### src/rtl/ex_mem_pkg.sv
// Shared types for the EX/MEM pipeline register: entry layout, state encoding
// and the branch-resolution helper.
package ex_mem_pkg;

    // Widest datapath and register index an entry can carry; the top-level
    // XLEN / RD_W parameters must not exceed these.
    localparam int EX_XLEN_MAX = 64;
    localparam int EX_RD_W_MAX = 5;

    typedef enum logic [1:0] {
        ST_EMPTY = 2'd0,
        ST_ONE   = 2'd1,
        ST_TWO   = 2'd2
    } state_t;

    typedef struct packed {
        logic [EX_XLEN_MAX-1:0] result;
        logic [EX_XLEN_MAX-1:0] store_data;
        logic [EX_RD_W_MAX-1:0] rd;
        logic                   reg_write;
        logic                   mem_read;
        logic                   mem_write;
        logic                   branch_taken;
    } entry_t;

    // beq is taken on zero, bne on non-zero; non-branches are never taken.
    function automatic logic branch_taken_f(input logic branch,
                                            input logic alu_zero,
                                            input logic branch_ne);
        return branch & (alu_zero ^ branch_ne);
    endfunction

endpackage

### src/rtl/ex_mem_skid2.sv
// Two-entry FIFO holding EX/MEM entries. Outputs come straight from the head
// register, which is cleared whenever the buffer becomes empty.
//
// state    | meaning
// ---------+---------------------------------------------
// ST_EMPTY | no entry held, out_valid low, head reads 0
// ST_ONE   | head valid, tail unused
// ST_TWO   | head and tail valid, in_ready low
module ex_mem_skid2
    import ex_mem_pkg::*;
(
    input  logic   clk,
    input  logic   reset,
    input  logic   flush,
    input  logic   in_valid,
    output logic   in_ready,
    input  entry_t in_entry,
    output logic   out_valid,
    input  logic   out_ready,
    output entry_t out_entry
);

    state_t state;
    entry_t head;
    entry_t tail;

    // Handshake flags depend only on the registered state, never on out_ready.
    assign in_ready  = (state != ST_TWO);
    assign out_valid = (state != ST_EMPTY);
    assign out_entry = head;

    // FIFO control: reset and flush empty both slots; otherwise accept/drain.
    always_ff @(posedge clk) begin
        if (reset || flush) begin
            state <= ST_EMPTY;
            head  <= '0;
            tail  <= '0;
        end else begin
            case (state)
                ST_EMPTY: begin
                    if (in_valid) begin
                        head  <= in_entry;
                        state <= ST_ONE;
                    end
                end
                ST_ONE: begin
                    if (in_valid && out_ready) begin
                        head <= in_entry;
                    end else if (in_valid) begin
                        tail  <= in_entry;
                        state <= ST_TWO;
                    end else if (out_ready) begin
                        head  <= '0;
                        state <= ST_EMPTY;
                    end
                end
                ST_TWO: begin
                    if (out_ready) begin
                        head  <= tail;
                        tail  <= '0;
                        state <= ST_ONE;
                    end
                end
                default: begin
                    state <= ST_EMPTY;
                    head  <= '0;
                    tail  <= '0;
                end
            endcase
        end
    end

endmodule

### src/rtl/ex_mem_reg.sv
// EX/MEM pipeline register: resolves the branch at accept time and buffers up
// to two entries toward the memory stage.
// Optional: define EX_MEM_PERF_CNT_EN to add the stall_cycles counter output.
module ex_mem_reg
    import ex_mem_pkg::*;
#(
    parameter int XLEN = 64,
    parameter int RD_W = 5
) (
    input  logic            clk,
    input  logic            reset,
    input  logic            in_valid,
    output logic            in_ready,
    input  logic [XLEN-1:0] alu_result,
    input  logic            alu_zero,
    input  logic            branch,
    input  logic            branch_ne,
    input  logic [RD_W-1:0] rd,
    input  logic            reg_write,
    input  logic            mem_read,
    input  logic            mem_write,
    input  logic [XLEN-1:0] store_data,
    input  logic            flush,
    output logic            out_valid,
    input  logic            out_ready,
`ifdef EX_MEM_PERF_CNT_EN
    output logic [31:0]     stall_cycles,
`endif
    output logic [XLEN-1:0] out_result,
    output logic [XLEN-1:0] out_store_data,
    output logic [RD_W-1:0] out_rd,
    output logic            out_reg_write,
    output logic            out_mem_read,
    output logic            out_mem_write,
    output logic            out_branch_taken
);

    entry_t in_entry;
    entry_t head;

    // Pack the incoming entry, zero-extending narrow fields into the shared layout.
    always_comb begin
        in_entry                   = '0;
        in_entry.result[XLEN-1:0]  = alu_result;
        in_entry.store_data[XLEN-1:0] = store_data;
        in_entry.rd[RD_W-1:0]      = rd;
        in_entry.reg_write         = reg_write;
        in_entry.mem_read          = mem_read;
        in_entry.mem_write         = mem_write;
        in_entry.branch_taken      = branch_taken_f(branch, alu_zero, branch_ne);
    end

    ex_mem_skid2 u_skid2 (
        .clk       (clk),
        .reset     (reset),
        .flush     (flush),
        .in_valid  (in_valid),
        .in_ready  (in_ready),
        .in_entry  (in_entry),
        .out_valid (out_valid),
        .out_ready (out_ready),
        .out_entry (head)
    );

    assign out_result       = head.result[XLEN-1:0];
    assign out_store_data   = head.store_data[XLEN-1:0];
    assign out_rd           = head.rd[RD_W-1:0];
    assign out_reg_write    = head.reg_write;
    assign out_mem_read     = head.mem_read;
    assign out_mem_write    = head.mem_write;
    assign out_branch_taken = head.branch_taken;

`ifdef EX_MEM_PERF_CNT_EN
    // Count cycles the memory stage back-pressures a valid head; saturates, reset-only clear.
    always_ff @(posedge clk) begin
        if (reset) begin
            stall_cycles <= '0;
        end else if (out_valid && !out_ready && (stall_cycles != 32'hFFFF_FFFF)) begin
            stall_cycles <= stall_cycles + 32'd1;
        end
    end
`endif

endmodule
### config.mk
export PLATFORM = sky130hd
export DESIGN_NAME = ex_mem_reg
export DESIGN_NICKNAME = d
export VERILOG_FILES = /design/src/rtl/ex_mem_pkg.sv /design/src/rtl/ex_mem_skid2.sv /design/src/rtl/ex_mem_reg.sv
export SDC_FILE = /design/constraint.sdc
export NUM_CORES = 1
export LEC_CHECK = 0
export BUFFER_PORTS_ARGS = -buffer_cell sky130_fd_sc_hd__clkbuf_2
export CORE_ASPECT_RATIO = 1.1
export CORE_MARGIN = 5
export CORE_UTILIZATION = 35
export DETAILED_ROUTE_END_ITERATION = 6
export PLACE_DENSITY_LB_ADDON = 0.2
export SYNTH_ARGS = -nofsm -noshare
export SYNTH_HDL_FRONTEND = slang
export SYNTH_SLANG_ARGS = --single-unit
### constraint.sdc
create_clock -name clk -period 3.5 [get_ports clk]
set_clock_uncertainty 0.15 [all_clocks]
set_input_delay 0.175 -clock clk [delete_from_list [all_inputs] [get_ports clk]]
set_output_delay 0.175 -clock clk [all_outputs]
set_load 0.01 [all_outputs]
==> results of run 1 <==
-- synth_stat cells --
library cell	instances	share of area
dfxtp_1	276	0.50
nor2_1	276	0.094
and2_1	137	0.078
mux2i_1	137	0.12
a222oi_1	136	0.12
clkbuf_1	62	0.021
buf_6	29	0.030
buf_2	10	0.0045
buf_4	7	0.0048
nand2b_1	5	0.0028
a21oi_1	4	0.0018
nand3_1	2	0.00091
o21a_1	2	0.0014
o21ai_0	2	0.00091
a211oi_1	1	0.00068
a21oi_2	1	0.00080
a31oi_1	1	0.00057
and3_4	1	0.0010
inv_1	1	0.00034
inv_2	1	0.00034
mux2_4	1	0.0014
nand2_1	1	0.00034
nand4_1	1	0.00057
nor2_4	1	0.0010
nor2b_1	1	0.00057
o21ai_1	1	0.00045
or2_1	1	0.00057
or2_2	1	0.00057
xor2_1	1	0.00080
-- kinds of logic after synthesis --
group,count (synthesis),synth area share
AO/OA/AOI/OAI,148,0.130
XOR/XNOR,1,0.000796
buffers and inverters,110,0.0608
flip-flops,276,0.502
multiplexers,138,0.126
AND/OR/NAND/NOR,427,0.180
-- power groups by stage --
| stage | sequential (W) | clock, W | combinational [W] |
|---|---|---|---|
| floorplan | 0.00332 | 0 | 0.000399 |
| global placement | 0.00331 | 0 | 0.000647 |
| detailed placement | 0.00331 | 0 | 0.000651 |
| CTS | 0.00324 | 0.00348 | 0.000778 |
| global route | 0.00324 | 0.00361 | 0.000842 |
| finish | 0.00324 | 0.00337 | 0.000773 |
-- worst min path at each step --
stage | slack [ns] | to | cells after the start
final | 0.25 | u_skid2.tail[49]$_SDFFE_PP0P_ | 3
after global routing | 0.27 | u_skid2.out_entry[52]$_SDFFE_PP0P_ | 3
after CTS | 0.23 | u_skid2.out_entry[54]$_SDFFE_PP0P_ | 3
after detailed placement | 0.30 | u_skid2.tail[0]$_SDFFE_PP0P_ | 3
after global placement | 0.28 | u_skid2.tail[0]$_SDFFE_PP0P_ | 3
after floorplan | 0.18 | u_skid2.tail[0]$_SDFFE_PP0P_ | 2
-- through the flow --
stage | setup WS (ns) | hold slack (ns) | instances
after floorplan | 1.86 | 0.179 | 1100
after global placement | 1.31 | 0.283 | 1712
after detailed placement | 1.28 | 0.298 | 1712
after CTS | 0.945 | 0.232 | 1912
after global routing | 0.807 | 0.267 | 1912
final | 1.00 | 0.250 | 1912
-- routing by layer --
layer,routed length [um],share of wire
met4,747,0.023
met3,2220,0.067
met2,15800,0.48
met5,0,0
met1,14200,0.43
-- critical path, cell delays in order (launching register included) --
cell,delay (ns)
dfxtp_1,0.54
inv_2,0.18
a21oi_4,0.23
buf_12,0.40
nand4_1,0.17
dlygate4sd3_1,0.60
a21oi_1,0.13
-- cell type report --
cell class                 instances  area (sq um)
inverter                           2          7.51
clock inverter                    18           220
multi-input combinational        714          4840
fill                            2948         16200
sequential                       276          5530
clock buffer                      38           852
tap                              420           526
timing repair buffer             444          3100
-- flip-flops by register name, indices dropped and copies added (netlist names) --
signal / cells
u_skid2.out_entry: 137
u_skid2.state: 2
u_skid2.tail: 137
==> flow_metrics.py, run 1 <==
metrics = {
    "global_routing": {
        "grt_max_degree": 102,
        "grt_pass1_vias": 9804,
        "use_met1": 0.229,
        "grt_antenna_before_repair": 0,
        "grt.busiest_layer": "met2",
        "track_usage": 0.178,
        "grt-ovfl-total": 0,
        "grt_pass1_wl_mm": 52.3,
        "use_met2": 0.306,
        "use_met3": 0.0310,
    },
    "clock_tree": {
        "numClockSinks": 276,
        "cts_tree": "done",
        "clk_pin_slew_ns": 0.06,
        "clk_latency_ns": 0.54,
        "post_cts_resized": 0,
        "cts_hold_buffers": 144,
        "cts-buffers-inserted": 30,
        "cts_setup_buffers": 0,
        "max-clock-path-buffers": 3,
        "cts-htree-levels": 1,
        "clockRootBuffer": "clkbuf_16",
    },
    "detailed_routing": {
        "drtIter0Drc": 995,
        "ant_nets": 0,
        "viasPerCell": 5.11,
        "drt-total-wl_mm": 33.0,
        "drt_pass1_iterations": 6,
        "vias": 9777,
        "wire_per_inst_um": 17.2,
        "drc": 0,
    },
    "power_and_ir_drop": {
        "seq_power_share": 0.439,
        "clkPwrFrac": 0.457,
        "power.switching_w": 0.00173,
        "vdd_ir_drop_max_uv": 283,
        "total_power_w": 0.00738,
        "comb_power_share": 0.105,
        "internal-power_w": 0.00565,
        "p_leak_nw": 6.03,
        "p_sw_frac": 0.234,
        "pwr_density_cell_nw_per_um2": 490,
    },
    "finish": {
        "fin_area_sq_um": 15100,
        "areaGrowthSynthToFinish_pct": 36.9,
        "final_core_util": 0.483,
        "layout_common_cells": "clkbuf_2, nor2_1, dfxtp_1",
        "antennaDiodeCount": 0,
        "final_common_cell": "clkbuf_2",
        "drive_gt1_frac": 0.243,
        "final_nets": 1612,
    },
    "placement": {
        "routabilityCongestion": 0.753,
        "dpl.hpwl_mm": 19.3,
        "place_area_sq_um": 12600,
        "numPortBuffers": 282,
    },
    "worst_setup_path": {
        "timing.rr.end": "u_skid2.tail[0]$_SDFFE_PP0P_",
        "crit_end": "u_skid2.tail[0]$_SDFFE_PP0P_",
        "end_kind": "flop",
        "r2r_cells": 6,
        "ff2ff_setup_slack_ns": 1.00,
        "crit_type": "flop to flop",
        "worstSetupStartpoint": "u_skid2.state[1]$_SDFFE_PP0P_",
        "worstSetupStartpointType": "flop",
        "r2r-start": "u_skid2.state[1]$_SDFFE_PP0P_",
        "worstPathRequired_ns": 3.81,
        "arrival_ns": 2.81,
        "worstPathMaxFanout": 77,
    },
    "timing": {
        "worst_pin_slew_ns": 0.736,
        "setup_tns_ns": 0,
        "slew-limit-headroom": 0.508,
        "fin_crit_sh": 0.713,
        "setup_viol": 0,
        "rsz0062_at_grt": "false",
        "final.min_clock_period_ns": 2.50,
        "maxSlewViolCount": 0,
        "hold_viol": 0,
        "fmax_mhz": 400,
    },
    "logic_synthesis": {
        "synth_seq_cells": 276,
        "syn_area_per_cell_sq_um": 10.0,
        "syn-cell-area_sq_um": 11000,
        "synth_warnings": 0,
        "synth-seq-area-share": 0.502,
        "synth_nets": 1244,
        "syn-instance-count": 1100,
        "synth_cell_type_count": 29,
    },
    "floorplan": {
        "die_h_um": 196,
        "placementRows": 68,
        "die_x_um": 179,
        "initial_core_util": 0.353,
        "core_sq_um": 31200,
        "dieArea_sq_um": 35100,
        "io-pin-count": 283,
    },
    "run_status": {
        "outcome": "complete, no violations",
    },
    "run": {
        "maxCapViolations": 0,
    },
    "worst_hold_path": {
        "hp-class": "input port to flop",
        "hp-start": "flush",
    },
}
Power figures use the tool's default switching activity.
==> run 2, diff against run 1 <==
==> constraint.sdc (replaced) <==
create_clock -name clk -period 2.4 [get_ports clk]
set_clock_uncertainty 0.15 [all_clocks]
set_input_delay 0.12 -clock clk [delete_from_list [all_inputs] [get_ports clk]]
set_output_delay 0.12 -clock clk [all_outputs]
set_load 0.01 [all_outputs]
==> run 2 against run 1 <==
  * Register-to-register slack lost 0.67 ns
  * Global-route usage shrank 0.23 points
  * Sequential cell count is the same
  * Critical endpoint is now u_skid2.tail[76]$_SDFFE_PP0P_
  * Largest cell class unchanged
  * Critical path depth shrank 1
  * Clock power grew 32%
  * Wire length shrank 0.39%
  * Combinational power grew 49%
==> flow_metrics.py, run 2 (synthesized netlist as in run 1, its figures left out) <==
metrics = {
    "power_and_ir_drop": {
        "total_power_w": 0.0103,
        "power.switching_w": 0.00243,
        "clkPwrFrac": 0.431,
        "vdd_ir_drop_max_uv": 478,
        "p_sw_frac": 0.236,
        "comb_power_share": 0.112,
        "seq_power_share": 0.458,
        "pwr_density_cell_nw_per_um2": 686,
        "internal-power_w": 0.00789,
        "p_leak_nw": 6.02,
    },
    "clock_tree": {
        "clk_latency_ns": 0.54,
        "cts-buffers-inserted": 30,
        "clk_pin_slew_ns": 0.06,
        "cts_setup_buffers": 0,
        "numClockSinks": 276,
        "cts_tree": "done",
        "cts-htree-levels": 1,
        "clockRootBuffer": "clkbuf_16",
        "max-clock-path-buffers": 3,
    },
    "timing": {
        "fmax_mhz": 485,
        "rsz0062_at_grt": "false",
        "maxSlewViolCount": 0,
        "setup_tns_ns": 0,
        "worst_pin_slew_ns": 0.603,
        "hold_viol": 0,
        "setup_viol": 0,
        "final.min_clock_period_ns": 2.06,
        "slew-limit-headroom": 0.598,
        "fin_crit_sh": 0.859,
    },
    "global_routing": {
        "grt-ovfl-total": 0,
        "grt_antenna_before_repair": 0,
        "track_usage": 0.176,
        "grt_pass1_wl_mm": 51.3,
        "grt_pass1_vias": 9688,
        "grt_max_degree": 78,
    },
    "finish": {
        "antennaDiodeCount": 0,
        "seqCellArea_sq_um": 5530,
        "multi_input_area_sq_um": 4840,
        "drive_gt1_frac": 0.240,
        "fillers": 2989,
        "areaGrowthSynthToFinish_pct": 36.7,
        "fin_cells": 1913,
        "final_nets": 1621,
        "final_common_cell": "clkbuf_2",
        "final_core_util": 0.482,
        "layout_common_cells": "clkbuf_2, nor2_1, dfxtp_1",
    },
    "placement": {
        "numPortBuffers": 282,
        "routabilityCongestion": 0.751,
        "dp.cells": 1720,
        "dpl.hpwl_mm": 19.5,
    },
    "floorplan": {
        "die_h_um": 196,
        "initial_core_util": 0.353,
        "io-pin-count": 283,
        "dieArea_sq_um": 35100,
        "core_sq_um": 31200,
        "die_x_um": 179,
        "placementRows": 68,
    },
    "detailed_routing": {
        "ant_nets": 0,
        "wire_per_inst_um": 17.2,
        "drt-total-wl_mm": 32.8,
        "drtIter0Drc": 1022,
        "drt_pass1_iterations": 7,
        "vias": 9751,
        "drc": 0,
        "viasPerCell": 5.10,
    },
    "run_status": {
        "outcome": "complete, no violations",
    },
    "worst_setup_path": {
        "r2r_cells": 5,
        "arrival_ns": 2.33,
        "crit_type": "flop to flop",
        "worstSetupStartpointType": "flop",
        "end_kind": "flop",
        "worstPathRequired_ns": 2.67,
        "worstPathMaxFanout": 66,
        "ff2ff_setup_slack_ns": 0.34,
    },
    "run": {
        "maxCapViolations": 0,
    },
    "worst_hold_path": {
        "hp-class": "input port to flop",
        "hold_depth": 4,
    },
}
==> run 2: cell types whose count changed in the layout (fill, tap and decap cells not counted) <==
cell           previous run  this run
buf_12                    9        12
buf_4                     9        14
bufinv_16                 5         2
clkbuf_1                  2         7
clkbuf_8                  5         4
clkinv_2                 11         4
clkinvlp_4                2         0
dlygate4sd3_1           144       145
==> run 2: worst max-delay path, cell delays in order, from the launching register on <==
cell and delay [ns]:
dfxtp_1 0.53, inv_2 0.18, a21oi_4 0.25, buf_12 0.43, mux2i_1 0.26, nor2_1 0.06
==> run 2: cell type report <==
type | instances | share of cell area
Clock inverter | 6 | 0.00532
Sequential cell | 276 | 0.367
Inverter | 2 | 0.000499
Timing Repair Buffer | 453 | 0.213
Tap cell | 420 | 0.0349
Clock buffer | 42 | 0.0570
Multi-Input combinational cell | 714 | 0.322
==> run 2: timing repair <==
item                      in CTS  in global routing
hold buffers                 145                  0
resized for setup              0                  0
hold endpoints to repair     276                  0
==> run 2: final timing paths <==
kind | from | end
setup / recovery | u_skid2.state[1]$_SDFFE_PP0P_ | u_skid2.tail[76]$_SDFFE_PP0P_
hold / removal | in_valid | u_skid2.out_entry[0]$_SDFFE_PP0P_
setup reg to reg | u_skid2.state[1]$_SDFFE_PP0P_ | u_skid2.tail[76]$_SDFFE_PP0P_
hold reg to reg | u_skid2.tail[0]$_SDFFE_PP0P_ | u_skid2.tail[0]$_SDFFE_PP0P_
==> run 2: routing by layer <==
metal,part of all wire,global-route usage,up-vias,wire [um]
met5,0,0,-,0
met4,0.025,0.0542,0,828
met3,0.068,0.0316,56,2240
met2,0.48,0.303,361,15800
met1,0.43,0.222,4633,14000
li1,-,-,4701,-
==> run 2: through the flow <==
step,hold slack (ns),setup WS (ns),cell area (sq um)
final,0.0472,0.337,15000
after global routing,0.0872,0.213,15000
after detailed placement,0.244,0.378,12700
after CTS,0.0265,0.357,15000
after floorplan,0.124,0.757,11000
after global placement,0.236,0.416,12700
==> run 2: power by group through the flow <==
stage,clock (W),sequential (W),combinational [W]
2_1_floorplan,0,0.00484,0.000582
3_3_place_gp,0,0.00482,0.000970
3_5_place_dp,0,0.00482,0.000971
4_1_cts,0.00459,0.00472,0.00116
5_1_grt,0.00478,0.00473,0.00125
6_report,0.00445,0.00472,0.00115
==> run 3, diff against run 2 <==
--- a/config.mk
+++ b/config.mk
@@ -10,7 +10,6 @@
 export CORE_MARGIN = 5
 export CORE_UTILIZATION = 35
 export DETAILED_ROUTE_END_ITERATION = 6
-export PLACE_DENSITY_LB_ADDON = 0.2
 export SYNTH_ARGS = -nofsm -noshare
 export SYNTH_HDL_FRONTEND = slang
 export SYNTH_SLANG_ARGS = --single-unit
==> run 3 against run 2 <==
  * Critical path type unchanged
  * The run now ends with DRC left
  * Wire length is 2.2% lower
  * Power is 0.48% higher
  * Final area is 0.30% higher
  * Largest cell class unchanged
  * Highest routed layer unchanged
  * Final cell count hardly changed
  * Die area stayed put
==> flow_metrics.py, run 3 (synthesized netlist as in run 1, its figures left out) <==
metrics = {
    "worst_setup_path": {
        "worstPathMaxFanout": 99,
        "worstSetupStartpointType": "flop",
        "worstSetupStartpoint": "u_skid2.state[0]$_SDFFE_PP0P_",
        "r2r-start": "u_skid2.state[0]$_SDFFE_PP0P_",
        "arrival_ns": 2.57,
        "end_kind": "flop",
        "crit_type": "flop to flop",
        "ff2ff_setup_slack_ns": 0.15,
        "worstPathRequired_ns": 2.72,
        "r2r_cells": 5,
        "timing.rr.end": "u_skid2.tail[0]$_SDFFE_PP0P_",
    },
    "timing": {
        "rsz0062_at_grt": "false",
        "fmax_mhz": 444,
        "setup_tns_ns": 0,
        "maxSlewViolCount": 0,
        "hold_viol": 0,
        "slew-limit-headroom": 0.694,
        "final.min_clock_period_ns": 2.25,
        "whs_ns": 0.0267,
        "fin_crit_sh": 0.939,
        "worst_pin_slew_ns": 0.459,
        "setup_viol": 0,
    },
    "detailed_routing": {
        "drt_pass1_iterations": 7,
        "viasPerCell": 5.11,
        "vias": 9786,
        "drtIter0Drc": 1017,
        "ant_nets": 0,
        "wire_per_inst_um": 16.8,
        "drc": 1,
        "drt-total-wl_mm": 32.1,
    },
    "clock_tree": {
        "numClockSinks": 276,
        "cts_tree": "done",
        "cts-buffers-inserted": 29,
        "clockRootBuffer": "clkbuf_16",
        "max-clock-path-buffers": 3,
        "clk_latency_ns": 0.54,
        "cts_setup_buffers": 0,
        "clk_pin_slew_ns": 0.06,
        "cts-htree-levels": 1,
    },
    "global_routing": {
        "grt_pass1_vias": 9709,
        "grt_antenna_before_repair": 0,
        "grt_max_degree": 100,
        "track_usage": 0.172,
        "grt-ovfl-total": 0,
        "grt_pass1_wl_mm": 50.8,
    },
    "power_and_ir_drop": {
        "p_leak_nw": 6.04,
        "total_power_w": 0.0104,
        "vdd_ir_drop_max_uv": 435,
        "pwr_density_cell_nw_per_um2": 687,
    },
    "finish": {
        "layout_common_cells": "clkbuf_2, nor2_1, dfxtp_1",
        "final_common_cell": "clkbuf_2",
        "antennaDiodeCount": 0,
        "fillers": 2898,
        "fin_area_sq_um": 15100,
        "final_core_util": 0.483,
        "final_nets": 1618,
        "drive_gt1_frac": 0.240,
        "areaGrowthSynthToFinish_pct": 37.1,
    },
    "floorplan": {
        "placementRows": 68,
        "io-pin-count": 283,
        "core_sq_um": 31200,
        "initial_core_util": 0.353,
        "die_h_um": 196,
        "dieArea_sq_um": 35100,
        "die_x_um": 179,
    },
    "placement": {
        "numPortBuffers": 282,
        "place_area_sq_um": 12700,
        "routabilityCongestion": 0.758,
        "dpl.hpwl_mm": 19.2,
    },
    "worst_hold_path": {
        "holdPathEnd": "u_skid2.tail[18]$_SDFFE_PP0P_",
        "hold_depth": 4,
        "hp-start": "flush",
        "hp-class": "input port to flop",
    },
    "run_status": {
        "outcome": "finished, violations left",
        "violations": "DRC",
    },
    "run": {
        "maxCapViolations": 0,
    },
}
## run 3: cell types whose count changed in the layout (fill, tap and decap cells not counted)
cell,before,now
buf_12,12,14
buf_4,14,9
bufinv_16,2,3
clkbuf_16,31,30
clkbuf_8,4,6
clkinv_2,4,6
## run 3: what timing repair did
action | in CTS | in global routing
setup endpoints to repair | 0 | 1
endpoints found under the hold margin | 276 | 0
hold buffers | 145 | 0
resized for setup | 0 | 2
## run 3: critical path, stage by stage (launching register included)
cell	delay, ns
dfxtp_1	0.53
nor2b_4	0.25
clkbuf_16	0.35
nand4_1	0.15
dlygate4sd3_1	0.59
a21oi_1	0.13
## run 3: how the worst max path moves through the flow
stage / end / cells past startpoint
5_1_grt: u_skid2.tail[0]$_SDFFE_PP0P_ / 5
6_report: u_skid2.tail[0]$_SDFFE_PP0P_ / 5
3_3_place_gp: u_skid2.out_entry[118]$_SDFFE_PP0P_ / 6
3_5_place_dp: u_skid2.out_entry[113]$_SDFFE_PP0P_ / 6
4_1_cts: u_skid2.tail[0]$_SDFFE_PP0P_ / 5
2_1_floorplan: u_skid2.out_entry[36]$_SDFFE_PP0P_ / 8
## run 3: area by class of cell
| class | instances | area [sq um] | share of cell area |
|---|---|---|---|
| clock buffer | 42 | 835 | 0.0553 |
| timing repair buffer | 451 | 3240 | 0.214 |
| clock inverter | 9 | 120 | 0.00796 |
| tap | 420 | 526 | 0.0348 |
| inverter | 2 | 7.51 | 0.000497 |
| multi-input combinational | 714 | 4840 | 0.321 |
| sequential | 276 | 5530 | 0.366 |
## run 3: layer usage
metal,global-route usage,vias to the layer above,share of wire
met4,0.0502,0,0.022
met3,0.0333,47,0.072
li1,-,4704,-
met2,0.295,360,0.48
met1,0.219,4675,0.42
met5,0,-,0
## run 3: report_power, final
part           switching (W)  internal [W]
Combinational       0.000587      0.000570
Clock                0.00179       0.00271
Sequential         0.0000547       0.00467
Total                0.00243       0.00795
## run 3: metrics by stage
| stage | instances | worst slack (ns) |
|---|---|---|
| 2_1_floorplan | 1100 | 0.757 |
| 3_3_place_gp | 1718 | 0.413 |
| 3_5_place_dp | 1718 | 0.388 |
| 4_1_cts | 1914 | 0.165 |
| 5_1_grt | 1914 | 0.00216 |
| 6_report | 1914 | 0.146 |
